**src/rtl/mem_arbiter_rr_pkg.sv**
```systemverilog
// Shared definitions for the N-channel RAM arbiter.
// Latency: n/a (types and constants only).
// Backpressure: n/a.
package mem_arbiter_rr_pkg;

  typedef enum logic [1:0] {
    IDLE   = 2'd0,
    ACCESS = 2'd1,
    RDWAIT = 2'd2
  } state_t;

  localparam logic OP_RD = 1'b0;
  localparam logic OP_WR = 1'b1;

  // Width of a channel index; at least one bit so N=1 corner builds still elaborate.
  function automatic int idx_w(input int n);
    return (n > 1) ? $clog2(n) : 1;
  endfunction

endpackage

```
**src/rtl/mem_arbiter_rr_rr_picker.sv**
```systemverilog
// One-hot request picker: round-robin from ptr+1 with wrap, or lowest index in fixed mode.
// Latency: purely combinational.
// Backpressure: none; grant is all-zero when no request is present.
import mem_arbiter_rr_pkg::*;

module rr_picker #(
  parameter int N          = 2,
  parameter int FIXED_PRIO = 0,
  parameter int IW         = idx_w(N)
) (
  input  logic [N-1:0]  req,
  input  logic [IW-1:0] ptr,
  output logic [N-1:0]  gnt,
  output logic [IW-1:0] idx
);

  logic found;

  // Search the request vector in priority order and report the first hit
  always_comb begin
    gnt   = '0;
    idx   = '0;
    found = 1'b0;
    if (FIXED_PRIO != 0) begin
      for (int i = 0; i < N; i++) begin
        if (!found && req[i]) begin
          found = 1'b1;
          idx   = IW'(i);
        end
      end
    end else begin
      for (int k = 1; k <= N; k++) begin
        if (!found && req[(int'(ptr) + k) % N]) begin
          found = 1'b1;
          idx   = IW'((int'(ptr) + k) % N);
        end
      end
    end
    if (found) gnt[idx] = 1'b1;
  end

endmodule

```
**src/rtl/mem_arbiter_rr.sv**
```systemverilog
// Arbitrates N core memory ports onto one single-port synchronous RAM (1-cycle read latency).
// Latency: write done 2 cycles after request sampling, read done 3 cycles after.
// Backpressure: losers simply stay pending (level requests); requests are ignored while a transfer is in flight.
import mem_arbiter_rr_pkg::*;

module mem_arbiter_rr #(
  parameter int N          = 2,
  parameter int AW         = 8,
  parameter int DW         = 8,
  parameter int FIXED_PRIO = 0
) (
  input  logic            clk,
  input  logic            rst,
  input  logic [N-1:0]    rden,
  input  logic [N-1:0]    wren,
  input  logic [N-1:0]    lock,
  input  logic [N*AW-1:0] Address,
  input  logic [N*DW-1:0] Din,
  input  logic [DW-1:0]   RAMq,
  output logic [N-1:0]    acq,
  output logic [N-1:0]    done,
  output logic [N*DW-1:0] Dq,
  output logic [AW-1:0]   RAMAddress,
  output logic [DW-1:0]   RAMDin,
  output logic            RAMwren
);

  localparam int IW = idx_w(N);

  state_t          state, state_nxt;
  logic [IW-1:0]   ptr;
  logic [IW-1:0]   g_l;
  logic            op_l;
  logic [AW-1:0]   addr_l;
  logic [DW-1:0]   din_l;
  logic [IW-1:0]   lock_owner;
  logic            lock_vld;
  logic [N-1:0]    done_q;
  logic [N*DW-1:0] dq_q;

  logic [N-1:0]    req;
  logic [N-1:0]    pick_gnt;
  logic [IW-1:0]   pick_idx;
  logic            lock_hit;
  logic [IW-1:0]   g_sel;
  logic            start;
  logic            complete;

  assign req      = rden | wren;
  // A held lock only wins if its owner is actually asking again.
  assign lock_hit = lock_vld && req[lock_owner];
  assign g_sel    = lock_hit ? lock_owner : pick_idx;
  assign start    = (state == IDLE) && (|pick_gnt);
  assign complete = ((state == ACCESS) && (op_l == OP_WR)) || (state == RDWAIT);

  rr_picker #(.N(N), .FIXED_PRIO(FIXED_PRIO), .IW(IW)) u_picker (
    .req (req),
    .ptr (ptr),
    .gnt (pick_gnt),
    .idx (pick_idx)
  );

  // State register
  always_ff @(posedge clk or posedge rst) begin
    if (rst) state <= IDLE;
    else     state <= state_nxt;
  end

  // Next-state: writes finish out of ACCESS, reads take one extra cycle for RAM latency
  always_comb begin
    state_nxt = state;
    case (state)
      IDLE:    if (start) state_nxt = ACCESS;
      ACCESS:  state_nxt = (op_l == OP_WR) ? IDLE : RDWAIT;
      RDWAIT:  state_nxt = IDLE;
      default: state_nxt = IDLE;
    endcase
  end

  // Grant latch, lock tracking, completion pulse and per-channel read data capture
  always_ff @(posedge clk or posedge rst) begin
    if (rst) begin
      ptr        <= IW'(N - 1);
      g_l        <= '0;
      op_l       <= OP_RD;
      addr_l     <= '0;
      din_l      <= '0;
      lock_owner <= '0;
      lock_vld   <= 1'b0;
      done_q     <= '0;
      dq_q       <= '0;
    end else begin
      done_q <= '0;
      if (start) begin
        g_l      <= g_sel;
        op_l     <= wren[g_sel] ? OP_WR : OP_RD;
        addr_l   <= Address[int'(g_sel)*AW +: AW];
        din_l    <= Din[int'(g_sel)*DW +: DW];
        ptr      <= g_sel;
        lock_vld <= lock_hit;
      end
      if (complete) begin
        done_q[g_l] <= 1'b1;
        lock_vld    <= lock[g_l];
        lock_owner  <= g_l;
        if (state == RDWAIT) dq_q[int'(g_l)*DW +: DW] <= RAMq;
      end
    end
  end

  // Outputs decode from registers only; RAM address/data hold their last value when idle
  always_comb begin
    acq = '0;
    if (state != IDLE) acq[g_l] = 1'b1;
    RAMwren    = (state == ACCESS) && (op_l == OP_WR);
    RAMAddress = addr_l;
    RAMDin     = din_l;
    done       = done_q;
    Dq         = dq_q;
  end

endmodule
```
**config.mk**
```make
export PLATFORM = sky130hd
export DESIGN_NAME = mem_arbiter_rr
export DESIGN_NICKNAME = d
export VERILOG_FILES = /design/src/rtl/mem_arbiter_rr_pkg.sv /design/src/rtl/mem_arbiter_rr_rr_picker.sv /design/src/rtl/mem_arbiter_rr.sv
export SDC_FILE = /design/constraint.sdc
export NUM_CORES = 1
export LEC_CHECK = 0
export CELL_PAD_IN_SITES_DETAIL_PLACEMENT = 0
export CELL_PAD_IN_SITES_GLOBAL_PLACEMENT = 1
export CORE_MARGIN = 3
export CORE_UTILIZATION = 32
export CTS_BUF_LIST = sky130_fd_sc_hd__clkbuf_8
export CTS_CLUSTER_DIAMETER = 80
export CTS_CLUSTER_SIZE = 28
export DETAILED_ROUTE_END_ITERATION = 8
export PLACE_DENSITY = 0.9
export SLEW_MARGIN = 15
export SYNTH_ARGS = -nofsm -noshare
export SYNTH_HDL_FRONTEND = slang
export SYNTH_HIERARCHICAL = 1
export SYNTH_SLANG_ARGS = --single-unit
```
**constraint.sdc**
```tcl
create_clock -name clk -period 2.15 [get_ports clk]
set_input_delay 0.43 -clock clk [delete_from_list [all_inputs] [get_ports clk]]
set_output_delay 0.43 -clock clk [all_outputs]
set_load 0.05 [all_outputs]
```
==> metrics.md, run 1 <==
| Metric | Value |
|---|---|
| Status | `finished, final reports clean` |
| Ys flop type | `dfrtp_1` |
| Layout area overhead | `59.0%` |
| H-tree lvl count | `2` |
| Slowest cell delay on critical path | `480 ps` |
| Io pins | `85` |
| Max Cap Violations | `0` |
| Sink Count | `a little over 40` |
| Number of buffers inserted by hold repair at cts | `0` |
| Final setup vio count | `0` |
| Power Density | `approximately 1800 mW/mm²` |
| Initial antenna violation count | `0` |
| Core Area | `~0.0053 mm²` |
| Sequential share of the synthesized area | `56.7%` |
| Max-slew violation count | `0` |
| Number of I/O port buffers | `84` |
| Crit. End Element | `flip-flop` |
| Reg2reg setup slack | `around 320 ps` |
| DRT Wirelength | `between 4000 and 5000 µm` |
| Post-synth cell types | `30` |
| Final Util | `approximately 54%` |
| N_diodes | `0` |
| Mapped Nets | `199` |
| Avg WL per Cell | `around 13 µm` |
| Worst Setup SP | `wren[0]` |
| LEAKAGE | `around 1.2 nW` |
| Residual DRC | `0` |
| Largest net degree at the start of global routing | `39` |
| Root buffer cell | `clkbuf_8` |
| F_max | `around 490 MHz` |
| Worst VDD drop | `0.858 mV` |
| R2r endpoint | `RAMDin[4]` |
| Initial DRC count | `29` |
| Via/cell ratio | `between 4 and 5` |
| Detail Placement HPWL | `3280 µm` |
| Max_slew headroom | `a little under three fifths` |
| TritonCTS Buffers | `5` |
| Gate Count Post-Synth | `roughly 150` |
| Hold crit path type | `in -> async` |
| Largest cells by area after synthesis | `dfrtp_1, mux2_2, mux2i_1, a21oi_1, nor2_1` |
| DR pass1 iterations | `4` |
| RePlAce Congestion | `between 0.7 and 0.8` |
| Nets | `~290` |
| Worst Tran Pin Value | `around 660 ps` |
| Yosys warning total | `6` |
| Starting Density | `34.2%` |
| Vias in the first global route | `roughly 1500` |
| # rows | `26` |
| CP Class | `in -> reg` |
| Period utilization | `94.9%` |
| Final-layout fill cell count | `slightly below 500` |
| Layout cells sized above 1 | `between 10% and 20%` |
| Cells along the critical path | `clkdlybuf4s50_1 > nor2_1 > inv_1 > a21boi_2 > or3_4 > a22oi_2 > buf_6 > mux2i_1 > a21oi_1` |
| DR vias | `around 1400` |
| Cell with the most instances after synthesis | `dfrtp_1` |
| CTS max path bufs | `2` |
| Worst R2R Path Depth | `6` |
| CP max stage cell | `clkdlybuf4s50_1` |
| Arrival time worst endpoint | `approximately 2200 ps` |
| Largest area contributor in the netlist | `dfrtp_1` |
| Post-synth ARST share | `100%` |
| CTS tree | `built` |
| Share of the synthesized area in the top cell type | `approximately 55%` |
| Syn Area/Cell | `between 10 and 15 µm²` |
| Final hold violation count | `0` |
| Antenna-violating nets left | `0` |
| Worst-path fanout max | `10` |
| Mapped Area | `0.00181 mm²` |
| RSZ-0062 raised after global routing | `no` |
| Die height | `~81 µm` |
| Global-route wire length before repair | `just under 7000 µm` |
| Worst-path clk slew | `70 ps` |
| Grt total ovfl | `0` |
| Number of synthesized register bits | `41` |
| Post-synth EDFFs | `0` |
| Critical R2R Launch | `ptr` |
| Die area | `0.00660 mm²` |
| Most instantiated cells after synthesis | `dfrtp_1, nor2_1, a21oi_1, mux2_2, mux2i_1` |
| All-layer global routing usage | `13.5%` |
| Die width | `81.2 µm` |
| Clock Skews | `between 5 and 6 ps` |
| Clk_lat worst skew | `290 ps` |
| Critical path buffers and inverters | `3` |
| Critical Path RT | `~2300 ps` |
| Startpoint Class | `input port` |
| WP depth | `9` |
| Placed instance area | `approximately 0.0028 mm²` |
| Kind of cell adding the most delay to the critical path | `buffers and inverters` |
| Tmin final | `about 2000 ps` |
| Fin area | `0.00288 mm²` |
-- where the power goes --
part	switching (mW)	leakage [nW]	internal, mW
Sequential	0.242	0.478	1.17
Combinational	1.94	0.722	1.23
Clock	0.255	0.0491	0.220
-- timing repair --
item	4_1_cts	5_1_grt
setup endpoints to repair	16	0
resized for setup	7	0
setup buffers	0	0
-- registers in the layout, indices dropped and copies added, names as in the netlist --
name / flops
Dq: 16
RAMAddress: 8
RAMDin: 8
done: 2
g_l: 1
lock_owner: 1
lock_vld: 1
op_l: 1
ptr: 1
state: 2
-- metrics by stage --
stage	power [mW]	TNS, ps	instances	setup WS, ps	hold slack (ps)
2_1_floorplan	3.59	0	151	70.7	430
3_3_place_gp	4.56	-5900	308	-356	458
3_5_place_dp	4.62	-6460	308	-393	465
4_1_cts	5.13	0	316	99.8	462
5_1_grt	5.36	0	316	17.2	488
6_report	5.06	0	316	110	462
-- layer usage --
metal  vias to the layer above  track usage [%]  share of wire (%)
met4                         0             4.05               0.33
met1                       661             15.3                 41
met2                        43             23.7                 51
met5                         -                0                  0
li1                        714                -                  -
met3                         2             4.88                7.3
-- cell families after synthesis --
family,Yosys count,share of synthesized area (%)
buffers and inverters,11,3.66
muxes,35,20.6
and+or+nand+nor,36,9.53
DFF,41,56.7
AOI/OAI and AO/OA,28,9.46
-- area by class of cell --
cell class | instances | area [µm²] | share of cell area, %
inverters | 4 | 15.0 | 0.521
well taps | 70 | 87.6 | 3.04
clock buffers | 5 | 68.8 | 2.39
multi-input cells | 99 | 729 | 25.3
repair buffers | 94 | 938 | 32.6
flip-flops and latches | 41 | 1030 | 35.7
clock inverters | 3 | 13.8 | 0.478
-- how the worst max path moves through the flow --
| stage | to | slack (ps) |
|---|---|---|
| global placement | RAMDin[4] | -360 |
| finish | RAMDin[4] | 110 |
| CTS | RAMAddress[4] | 100 |
| floorplan | RAMAddress[0] | 70 |
| global route | RAMAddress[4] | 20 |
| detailed placement | RAMAddress[4] | -390 |
-- layout by cell type, fill, tap and decap left out, drive strengths merged, types with 2 or more instances in the layout --
cell type      instances
clkdlybuf4s50         79
nand2                  3
inv                    4
mux2i                 16
a21boi                 3
buf                   13
nand3b                 2
dlygate4sd2            2
dfrtp                 40
nor2                  23
mux2                  19
clkinv                 3
clkbuf                 5
a21oi                 19
(Power assumes the default switching activity.)
==> inputs of run 2 (changes only) <==
==> constraint.sdc (replaced) <==
create_clock -name clk -period 1.9 [get_ports clk]
set_input_delay 0.38 -clock clk [delete_from_list [all_inputs] [get_ports clk]]
set_output_delay 0.38 -clock clk [all_outputs]
set_load 0.05 [all_outputs]
==> run 2 against run 1 <==
First-iteration DRC count grew 140%. Combinational power grew 18%. Sequential power rose by 13%. Cell count up 3.5%. Sequential share of layout area down 1.5 points. Worst setup slack worse by 93 ps. Hold slack got worse by 110 ps. Critical path depth down 2. Global-route usage is 0.45 points higher. Total power rose by 20%. Clock power up 48%.
==> metrics.md, run 2 (synthesized netlist as in run 1, its figures left out) <==
| Metric | Value |
|---|---|
| Startpoint Class | `flip-flop` |
| Layout cells sized above 1 | `between 20 and 30%` |
| Residual DRC | `0` |
| Avg WL per Cell | `between 10 and 15 µm` |
| Initial antenna violation count | `0` |
| Crit. End Element | `flip-flop` |
| LEAKAGE | `1.37 nW` |
| CP Class | `reg -> reg` |
| Global-route wire length before repair | `about 7100 µm` |
| Reg2reg setup slack | `between 15 and 20 ps` |
| Commonest cells after routing, fill and taps aside | `clkdlybuf4s50_1, dfrtp_1, buf_4` |
| Max_slew headroom | `around two thirds` |
| All-layer global routing usage | `between 10 and 15%` |
| Final hold violation count | `0` |
| Worst Tran Pin Value | `approximately 520 ps` |
| Sink Count | `between 40 and 50` |
| Clk_lat worst skew | `290 ps` |
| Largest net degree at the start of global routing | `22` |
| Clock Skews | `3.36 ps` |
| Detail Placement HPWL | `between 3000 and 4000 µm` |
| Grt total ovfl | `0` |
| DR pass1 iterations | `4` |
| CTS max path bufs | `2` |
| # rows | `26` |
| CTS tree | `built` |
| Tmin final | `around 1900 ps` |
| Total Power | `approximately 6.0 mW` |
| Max-slew violation count | `0` |
| DR vias | `~1500` |
| Initial DRC count | `69` |
| Number of buffers inserted by hold repair at cts | `0` |
| Fin area | `roughly 0.0030 mm²` |
| Worst R2R Path Depth | `7` |
| Antenna-violating nets left | `0` |
| Worst-path fanout max | `6` |
| Number of I/O port buffers | `84` |
| Worst-path clk slew | `roughly 80 ps` |
| Final setup vio count | `0` |
| Root buffer cell | `clkbuf_8` |
| Starting Density | `between 30% and 40%` |
| Critical Path RT | `roughly 2100 ps` |
| Worst VDD drop | `slightly below 1 mV` |
| RSZ-0062 raised after global routing | `yes` |
| Die width | `~80 µm` |
| Status | `finished, final reports clean` |
| Commonest non-fill, non-tap cell in the layout | `clkdlybuf4s50_1` |
| Period utilization | `between 90% and 100%` |
| Via/cell ratio | `4.56` |
| Final-layout fill cell count | `470` |
| Max Cap Violations | `0` |
| Power Density | `about 2000 mW/mm²` |
| Arrival time worst endpoint | `2060 ps` |
| H-tree lvl count | `2` |
| Placed instance area | `approximately 0.0028 mm²` |
| Die height | `about 81 µm` |
| Worst Hold Slack | `~350 ps` |
| Nets | `between 300 and 400` |
| Core Area | `0.00530 mm²` |
| Vias in the first global route | `approximately 1500` |
| Critical R2R Launch | `ptr` |
| Die area | `between 0.006 and 0.007 mm²` |
| DRT Wirelength | `~4300 µm` |
| Max FFs per register | `16` |
| R2r endpoint | `RAMDin[4]` |
| N_diodes | `0` |
| RePlAce Congestion | `0.786` |
| Io pins | `85` |
| F_max | `531 MHz` |
| TritonCTS Buffers | `5` |
| Hold crit path type | `in -> async` |
| Layout area overhead | `66.2%` |
[run 2: worst max path at each step]
stage / startpoint / endpoint / slack, ps / cells after the start
after floorplan: wren[1] / op_l / -50 / 7
after global placement: wren[1] / RAMAddress[3] / -500 / 8
after detailed placement: rden[1] / RAMAddress[2] / -540 / 8
after CTS: ptr / RAMAddress[5] / -40 / 6
after global routing: ptr / RAMAddress[5] / -100 / 7
final: ptr / RAMDin[4] / 20 / 7
[run 2: worst max-delay path: stages (launching register included)]
cell and delay [ps]:
dfstp_2 560, a21boi_4 60, or3_4 330, a22oi_2 250, buf_4 160, clkbuf_16 140
mux2i_1 180, a21oi_1 80
[run 2: routing by layer]
layer / up-vias / part of all wire [%] / GRT usage, %
met5: - / 0 / 0
met4: 0 / 1.0 / 4.05
met3: 5 / 8.4 / 5.43
met2: 62 / 49 / 23.1
met1: 692 / 42 / 16.8
li1: 733 / - / -
[run 2: stage by stage]
| step | util, % | setup slack [ps] | TNS (ps) | instances |
|---|---|---|---|---|
| 3_3_place_gp | 53.5 | -504 | -9150 | 312 |
| 3_5_place_dp | 53.5 | -540 | -9800 | 312 |
| 2_1_floorplan | - | -53.5 | -468 | 151 |
| 4_1_cts | 56.9 | -36.2 | -284 | 327 |
| 5_1_grt | 56.8 | -98.8 | -752 | 327 |
| 6_report | 56.8 | 16.8 | 0 | 327 |
[run 2: cell type report]
| type | count | area [µm²] | share of cell area (%) |
|---|---|---|---|
| Inverter | 4 | 15.0 | 0.499 |
| Timing Repair Buffer | 105 | 1030 | 34.2 |
| Clock buffer | 5 | 68.8 | 2.29 |
| Tap cell | 70 | 87.6 | 2.91 |
| Multi-Input combinational cell | 99 | 737 | 24.5 |
| Clock inverter | 3 | 46.3 | 1.54 |
| Sequential cell | 41 | 1030 | 34.1 |
[run 2: where the power goes]
group	switching (mW)	leakage, nW	total [mW]	internal (mW)
registers	0.274	0.478	1.60	1.32
clock network	0.311	0.0543	0.704	0.393
logic	2.24	0.842	3.75	1.51
[run 2: what timing repair did]
action / in CTS / in global routing
resized for setup: 10 / 6
endpoints found under the setup margin: 18 / 22
pin swaps: 13 / 5
cloned: 1 / 0
buffers inserted: 6 / 1
